[config.mk]
export PLATFORM = sky130hd
export DESIGN_NAME = maze_move_tracker
export DESIGN_NICKNAME = d
export VERILOG_FILES = /design/src/rtl/maze_move_tracker.sv
export SDC_FILE = /design/constraint.sdc
export NUM_CORES = 1
export LEC_CHECK = 0
export BUFFER_PORTS_ARGS = -buffer_cell sky130_fd_sc_hd__buf_2
export CORE_ASPECT_RATIO = 0.6
export CORE_MARGIN = 2
export CORE_UTILIZATION = 30
export DETAILED_ROUTE_END_ITERATION = 7
export PLACE_DENSITY = 0.53
export RECOVER_POWER = 50
export SLEW_MARGIN = 0
export SYNTH_ARGS = -nofsm -noshare
export SYNTH_HDL_FRONTEND = slang
export SYNTH_SLANG_ARGS = --single-unit
[constraint.sdc]
create_clock -name clk -period 3.8 [get_ports clk]
set_input_delay 0.38 -clock clk [delete_from_list [all_inputs] [get_ports clk]]
set_output_delay 0.38 -clock clk [all_outputs]
set_load 0.02 [all_outputs]
[src/rtl/maze_move_tracker.sv]
// Purpose  : tracks a position on a 2^N x 2^N grid driven by MOVE/BACK/LOAD/CLEAR commands,
//            and keeps a LIFO of applied MOVE directions so that BACK can retrace them.
// Latency  : command accepted in IDLE, results committed 2 edges later, done pulses 1 cycle.
// Backpress: cmd_ready is high only in IDLE; one command per 3 cycles at most.
//
// Ports
//   clk, rst            single clock, synchronous active-high reset
//   cmd_valid/cmd_ready request handshake; cmd_op/cmd_dir/load_x/load_y captured on accept
//   x, y                registered current position
//   done, invalid       completion pulse; invalid qualifies done (command rejected)
//   last_dir            direction applied by the last completed MOVE or BACK
//   empty, full         registered LIFO occupancy flags
module maze_move_tracker #(
    parameter int N     = 4,
    parameter int DEPTH = 16
) (
    input  logic         clk,
    input  logic         rst,
    input  logic         cmd_valid,
    output logic         cmd_ready,
    input  logic [1:0]   cmd_op,
    input  logic [1:0]   cmd_dir,
    input  logic [N-1:0] load_x,
    input  logic [N-1:0] load_y,
    output logic [N-1:0] x,
    output logic [N-1:0] y,
    output logic         done,
    output logic         invalid,
    output logic [1:0]   last_dir,
    output logic         empty,
    output logic         full
);

    localparam int AW = $clog2(DEPTH);
    localparam int CW = AW + 1;
    localparam logic [CW-1:0] DEPTH_C = CW'(DEPTH);
    localparam logic [CW-1:0] CNT_ONE = CW'(1);
    localparam logic [N-1:0]  POS_MAX = {N{1'b1}};
    localparam logic [N-1:0]  POS_ONE = N'(1);
    localparam logic [N-1:0]  POS_MIN = '0;

    localparam logic [1:0] OP_MOVE  = 2'b00;
    localparam logic [1:0] OP_BACK  = 2'b01;
    localparam logic [1:0] OP_LOAD  = 2'b10;
    localparam logic [1:0] OP_CLEAR = 2'b11;

    localparam logic [1:0] DIR_UP    = 2'b00;
    localparam logic [1:0] DIR_RIGHT = 2'b01;
    localparam logic [1:0] DIR_DOWN  = 2'b10;
    localparam logic [1:0] DIR_LEFT  = 2'b11;

    typedef enum logic [1:0] {
        S_IDLE = 2'b00,
        S_EXEC = 2'b01,
        S_DONE = 2'b10
    } state_t;

    // ------------------------------------------------------------------
    // State
    // ------------------------------------------------------------------
    state_t        state_q, state_d;

    // command captured at the accept edge
    logic [1:0]    op_q, op_d;
    logic [1:0]    dir_q, dir_d;
    logic [N-1:0]  ldx_q, ldx_d;
    logic [N-1:0]  ldy_q, ldy_d;

    // architectural results
    logic [N-1:0]  x_q, x_d;
    logic [N-1:0]  y_q, y_d;
    logic [CW-1:0] cnt_q, cnt_d;
    logic          empty_q, empty_d;
    logic          full_q, full_d;
    logic          inv_q, inv_d;
    logic [1:0]    last_q, last_d;

    // direction history; contents need no reset, cnt_q says what is valid
    logic [1:0]    stack_q [DEPTH];
    logic          push_en;

    // ------------------------------------------------------------------
    // Step evaluation shared by MOVE and BACK
    // ------------------------------------------------------------------
    logic [AW-1:0] top_idx;
    logic [1:0]    top_dir;
    logic [1:0]    step_dir;
    logic [N-1:0]  step_x;
    logic [N-1:0]  step_y;
    logic          step_ok;

    // top of stack sits one below the count; when the stack is full the
    // low AW bits of the count wrap to zero so the subtraction still lands
    // on the last slot
    assign top_idx = cnt_q[AW-1:0] - AW'(1);
    assign top_dir = stack_q[top_idx];

    // flipping bit 1 of a direction code gives the opposite direction
    assign step_dir = (op_q == OP_BACK) ? (top_dir ^ 2'b10) : dir_q;

    always_comb begin
        step_x  = x_q;
        step_y  = y_q;
        step_ok = 1'b1;
        case (step_dir)
            DIR_UP: begin
                if (y_q == POS_MIN) step_ok = 1'b0;
                else                step_y  = y_q - POS_ONE;
            end
            DIR_RIGHT: begin
                if (x_q == POS_MAX) step_ok = 1'b0;
                else                step_x  = x_q + POS_ONE;
            end
            DIR_DOWN: begin
                if (y_q == POS_MAX) step_ok = 1'b0;
                else                step_y  = y_q + POS_ONE;
            end
            default: begin
                if (x_q == POS_MIN) step_ok = 1'b0;
                else                step_x  = x_q - POS_ONE;
            end
        endcase
    end

    // ------------------------------------------------------------------
    // Next-state and outputs
    // ------------------------------------------------------------------
    always_comb begin
        state_d   = state_q;
        op_d      = op_q;
        dir_d     = dir_q;
        ldx_d     = ldx_q;
        ldy_d     = ldy_q;
        x_d       = x_q;
        y_d       = y_q;
        cnt_d     = cnt_q;
        inv_d     = inv_q;
        last_d    = last_q;
        push_en   = 1'b0;
        cmd_ready = (state_q == S_IDLE);
        done      = (state_q == S_DONE);

        case (state_q)
            S_IDLE: begin
                if (cmd_valid) begin
                    op_d    = cmd_op;
                    dir_d   = cmd_dir;
                    ldx_d   = load_x;
                    ldy_d   = load_y;
                    state_d = S_EXEC;
                end
            end

            S_EXEC: begin
                state_d = S_DONE;
                case (op_q)
                    OP_MOVE: begin
                        if (!step_ok || full_q) begin
                            inv_d = 1'b1;
                        end else begin
                            inv_d   = 1'b0;
                            x_d     = step_x;
                            y_d     = step_y;
                            cnt_d   = cnt_q + CNT_ONE;
                            push_en = 1'b1;
                            last_d  = dir_q;
                        end
                    end
                    OP_BACK: begin
                        // a popped move was legal when made, so its reverse
                        // is always in range
                        if (empty_q) begin
                            inv_d = 1'b1;
                        end else begin
                            inv_d  = 1'b0;
                            x_d    = step_x;
                            y_d    = step_y;
                            cnt_d  = cnt_q - CNT_ONE;
                            last_d = step_dir;
                        end
                    end
                    OP_LOAD: begin
                        inv_d = 1'b0;
                        x_d   = ldx_q;
                        y_d   = ldy_q;
                        cnt_d = '0;
                    end
                    OP_CLEAR: begin
                        inv_d = 1'b0;
                        cnt_d = '0;
                    end
                    default: begin
                        inv_d = inv_q;
                    end
                endcase
            end

            S_DONE: begin
                state_d = S_IDLE;
            end

            default: begin
                state_d = S_IDLE;
            end
        endcase

        // flags derived from the next count so the registered copies always
        // agree with the registered count
        empty_d = (cnt_d == '0);
        full_d  = (cnt_d == DEPTH_C);
    end

    // ------------------------------------------------------------------
    // Registers
    // ------------------------------------------------------------------
    always_ff @(posedge clk) begin
        if (rst) begin
            state_q <= S_IDLE;
            op_q    <= OP_MOVE;
            dir_q   <= DIR_UP;
            ldx_q   <= '0;
            ldy_q   <= '0;
            x_q     <= '0;
            y_q     <= '0;
            cnt_q   <= '0;
            empty_q <= 1'b1;
            full_q  <= 1'b0;
            inv_q   <= 1'b0;
            last_q  <= DIR_UP;
        end else begin
            state_q <= state_d;
            op_q    <= op_d;
            dir_q   <= dir_d;
            ldx_q   <= ldx_d;
            ldy_q   <= ldy_d;
            x_q     <= x_d;
            y_q     <= y_d;
            cnt_q   <= cnt_d;
            empty_q <= empty_d;
            full_q  <= full_d;
            inv_q   <= inv_d;
            last_q  <= last_d;
        end
    end

    always_ff @(posedge clk) begin
        if (!rst && push_en) begin
            stack_q[cnt_q[AW-1:0]] <= dir_q;
        end
    end

    assign x        = x_q;
    assign y        = y_q;
    assign invalid  = inv_q;
    assign last_dir = last_q;
    assign empty    = empty_q;
    assign full     = full_q;

endmodule

==> run summary <==
========================================================================================================
Result of the run ......................................................................... finished with violations
Failing checks ............................................................................ design-rule violations
CTS tree ..................................................................................          yes
Total clock buffers created by CTS ........................................................            9
Final hold violations .....................................................................            0
Number of antenna diodes ..................................................................            0
Cells after synthesis .....................................................................          320
Start point of the worst hold path ........................................................    load_y[0]
Fraction of synthesis flops using an asynchronous set or reset pin ........................            0
Portion of the post-synthesis area used by sequential elements ............................        0.480
Number of buffers inserted by hold repair at cts ..........................................            0
Kind of end point of the critical path ....................................................    flip-flop
Synth area leaders ........................................................................ edfxtp_1, dfxtp_1, nand2_1
Cell accounting for the most synthesized area .............................................     edfxtp_1
FF-to-FF setup slack ......................................................................      0.24 ns
Remaining routing DRC violations ..........................................................            1
Non-Filler Cell Area, Final ............................................................... 0.00393 sq mm
Ys flop type ..............................................................................     edfxtp_1
Via Count .................................................................................         2525
H-tree lvl count ..........................................................................            3
FF-to-FF path depth .......................................................................           12
Ratio of cells with drive above 1 in the final layout .....................................        0.201
Signed area change from the synthesized netlist to the final layout .......................        17.8%
Total wire length .........................................................................      8.41 mm
Crit path top cell by count ...............................................................       mux4_2
Hold Path End .............................................................................     ldy_q[0]
Slew at the pin closest to its max-slew limit .............................................     0.913 ns
Post-layout minimum cycle time ............................................................      3.56 ns
Critical path buffer and inverter count ...................................................            2
Die Y .....................................................................................      85.7 um
Width of the chip .........................................................................       140 um
GRT Residual Overflow .....................................................................            0
HP Class .................................................................................. input port to flip-flop
Pwr dens ..................................................................................  501 mW/mm^2
Nets in the synthesized netlist ...........................................................          346
Remaining antenna violation count .........................................................            0
DRT Pass-1 Iters ..........................................................................            6
Port bufs .................................................................................           29
Highest achievable clock rate .............................................................    0.281 GHz
Worst setup skew after layout .............................................................   0.00774 ns
Cell family with the largest share of critical-path delay ................................. multiplexers
Yosys Warn Count ..........................................................................            0
Max-capacitance violation count ...........................................................            0
Largest net degree at the start of global routing .........................................           34
Cell with the biggest individual delay on the critical path ...............................       mux4_2
Ports placed on the boundary ..............................................................           30
Post-CTS clock slew at the launch and capture registers of the worst setup and hold paths .      0.06 ns
Hold-critical path depth ..................................................................            3
Required @ worst endpoint .................................................................      3.81 ns
Starting density of the core ..............................................................        0.312
Area post-placement ....................................................................... 0.00362 sq mm
Final-layout setup total negative slack ...................................................         0 ns
HPWL after detailed placement .............................................................      6.47 mm
Area share of the leading cell type in the synthesized netlist ............................        0.288
Standard cell core area ................................................................... 0.0107 sq mm
Count of clock tree sinks .................................................................           64
Endpoint of the worst-slack reg-to-reg timing path ........................................ stack_q[2][1]
Number of pins with negative max-slew slack in the final report ...........................            0
Placement row count .......................................................................           29
FF+latch count, synth .....................................................................           64
First-pass GRT wire length ................................................................      13.5 mm
Crit start category .......................................................................    flip-flop
Cell at the root of the clock tree ........................................................    clkbuf_16
Final estimated routing congestion in global placement ....................................        0.885
Antenna violations before repair ..........................................................            0
Synthesized cell area ..................................................................... 0.00333 sq mm
Clock latency on the worst-skew pair ......................................................      0.33 ns
Overall routing resource usage ............................................................        0.150
Worst Setup Path Type ..................................................................... flip-flop to flip-flop
Final period utilization ..................................................................        0.937
Vias in the first global route ............................................................         2381
Average wire per standard cell ............................................................      16.8 um
First DRT Iteration DRCs ..................................................................          226
Number of enable-type register cells in the synthesized netlist ...........................           32
Overall die area .......................................................................... 0.0120 sq mm
Maximum cell stage delay along the critical path ..........................................      0.50 ns
Worst EP arrival ..........................................................................      3.57 ns
Post-detailed-route via-to-cell ratio .....................................................         5.03
Maximum VDD drop ..........................................................................       220 uV
Distinct cells, synth .....................................................................           62
Syn_area_per_cell .........................................................................   10.4 sq um
Number of nets at the end of the flow .....................................................          384
Cell breakdown of the critical path ....................................................... inv_1 -> ha_1 -> buf_4 -> mux4_2 -> mux4_2 -> mux2i_4 -> o31a_4 -> a32oi_4 -> or2_1 -> and3b_2 -> nand2_1 -> nor2_1
Maximum fanout count along the critical path ..............................................           11
Rel. slew slack ...........................................................................        0.390
R2R Path Start ............................................................................     cnt_q[1]
Setup repair after global routing missed its margin .......................................           no
Setup-failing EPs final ...................................................................            0
Worst hold slack ..........................................................................     0.284 ns
Static leakage ............................................................................      1.43 nW
Deepest clock path buffer count ...........................................................            2
========================================================================================================
-- per-layer routing --
layer  up-vias  part of all wire  global-route usage
met5         -                 0                   0
met4         0            0.0064              0.0579
met3         2             0.082              0.0564
met2        77              0.37               0.179
met1      1198              0.54               0.234
li1       1248                 -                   -
-- per-stage QoR --
| stage | utilization | setup slack (ns) | cells | power [mW] |
|---|---|---|---|---|
| detailed placement | 0.339 | 0.136 | 486 | 1.16 |
| global placement | 0.339 | 0.170 | 486 | 1.16 |
| CTS | 0.367 | 0.126 | 502 | 1.98 |
| global route | 0.367 | 0.0265 | 502 | 2.06 |
| floorplan | - | 0.153 | 320 | 1.06 |
| finish | 0.367 | 0.241 | 502 | 1.97 |
-- final cells by class --
class / instances / area [sq um]
fillers: 1047 / 6780
clock buffers: 11 / 264
inverters: 8 / 30.0
well taps: 139 / 174
flip-flops and latches: 64 / 1600
repair buffers: 43 / 230
multi-input cells: 232 / 1590
clock inverters: 5 / 35.0
-- report_power, final --
part / total [mW] / switching [mW] / internal (mW)
registers: 0.778 / 0.0301 / 0.748
logic: 0.379 / 0.217 / 0.162
clock network: 0.811 / 0.309 / 0.501
total: 1.97 / 0.557 / 1.41
-- sequential cells by signal (all words and copies together) (netlist names) --
name      count
stack_q      32
cnt_q         5
ldx_q         4
ldy_q         4
x             4
y             4
dir_q         2
last_dir      2
op_q          2
state_q       2
empty         1
full          1
invalid       1
-- cell usage after synthesis, drive strengths merged (4+ instances only) --
library cell / number
mux2i: 9
nor3: 9
o21ai: 8
clkbuf: 7
nand3: 5
nor2: 39
ha: 9
buf: 8
edfxtp: 32
inv: 8
nand2: 46
nor2b: 4
o32ai: 4
nand4: 4
xnor2: 4
nand2b: 6
mux4: 5
a21oi: 27
dfxtp: 32
mux2: 5
-- cell families (layout without fill, tap and decap cells) --
group,Yosys count,after routing,synth area share
xor+xnor,7,7,0.0184
mux,19,19,0.0837
fa+ha+maj,11,11,0.0458
flops,64,64,0.480
compound gates,63,63,0.135
buf+inv,24,67,0.0492
simple gates,132,132,0.188
-- worst reg2reg max path, cell delays in order, from the launching register on --
cell     delay, ns
dfxtp_2       0.39
inv_1         0.11
ha_1          0.31
buf_4         0.20
mux4_2        0.33
mux4_2        0.50
mux2i_4       0.19
o31a_4        0.19
a32oi_4       0.08
or2_1         0.28
and3b_2       0.28
nand2_1       0.13
nor2_1        0.25
-- cell usage in the layout, fill, tap and decap left out, types with 4 or more instances in the layout --
| cell type | count |
|---|---|
| edfxtp_1 | 32 |
| mux2_2 | 5 |
| a21oi_1 | 27 |
| ha_1 | 9 |
| nor3_1 | 9 |
| nand2b_1 | 6 |
| nand4_1 | 4 |
| buf_2 | 19 |
| nand2_1 | 46 |
| nand3_1 | 5 |
| o21ai_0 | 6 |
| inv_1 | 7 |
| mux2i_1 | 8 |
| clkbuf_1 | 12 |
| buf_4 | 12 |
| clkbuf_16 | 10 |
| nor2b_1 | 4 |
| nor2_1 | 37 |
| dfxtp_1 | 31 |
| xnor2_1 | 4 |
-- worst max-delay path by stage --
stage | from | slack (ns) | to | depth (start not counted)
detailed placement | cnt_q[1] | 0.14 | stack_q[9][0] | 12
CTS | cnt_q[1] | 0.13 | stack_q[9][0] | 12
global route | cnt_q[1] | 0.03 | y[3] | 14
floorplan | cnt_q[0] | 0.15 | x[3] | 17
global placement | cnt_q[1] | 0.17 | stack_q[9][0] | 12
finish | cnt_q[1] | 0.24 | stack_q[2][1] | 12
-- what timing repair did --
action                     4_1_cts  5_1_grt
setup endpoints to repair        0       39
buffers inserted                 0        0
gates resized for setup          0        6
No activity file was read; power rests on OpenSTA's default activity.
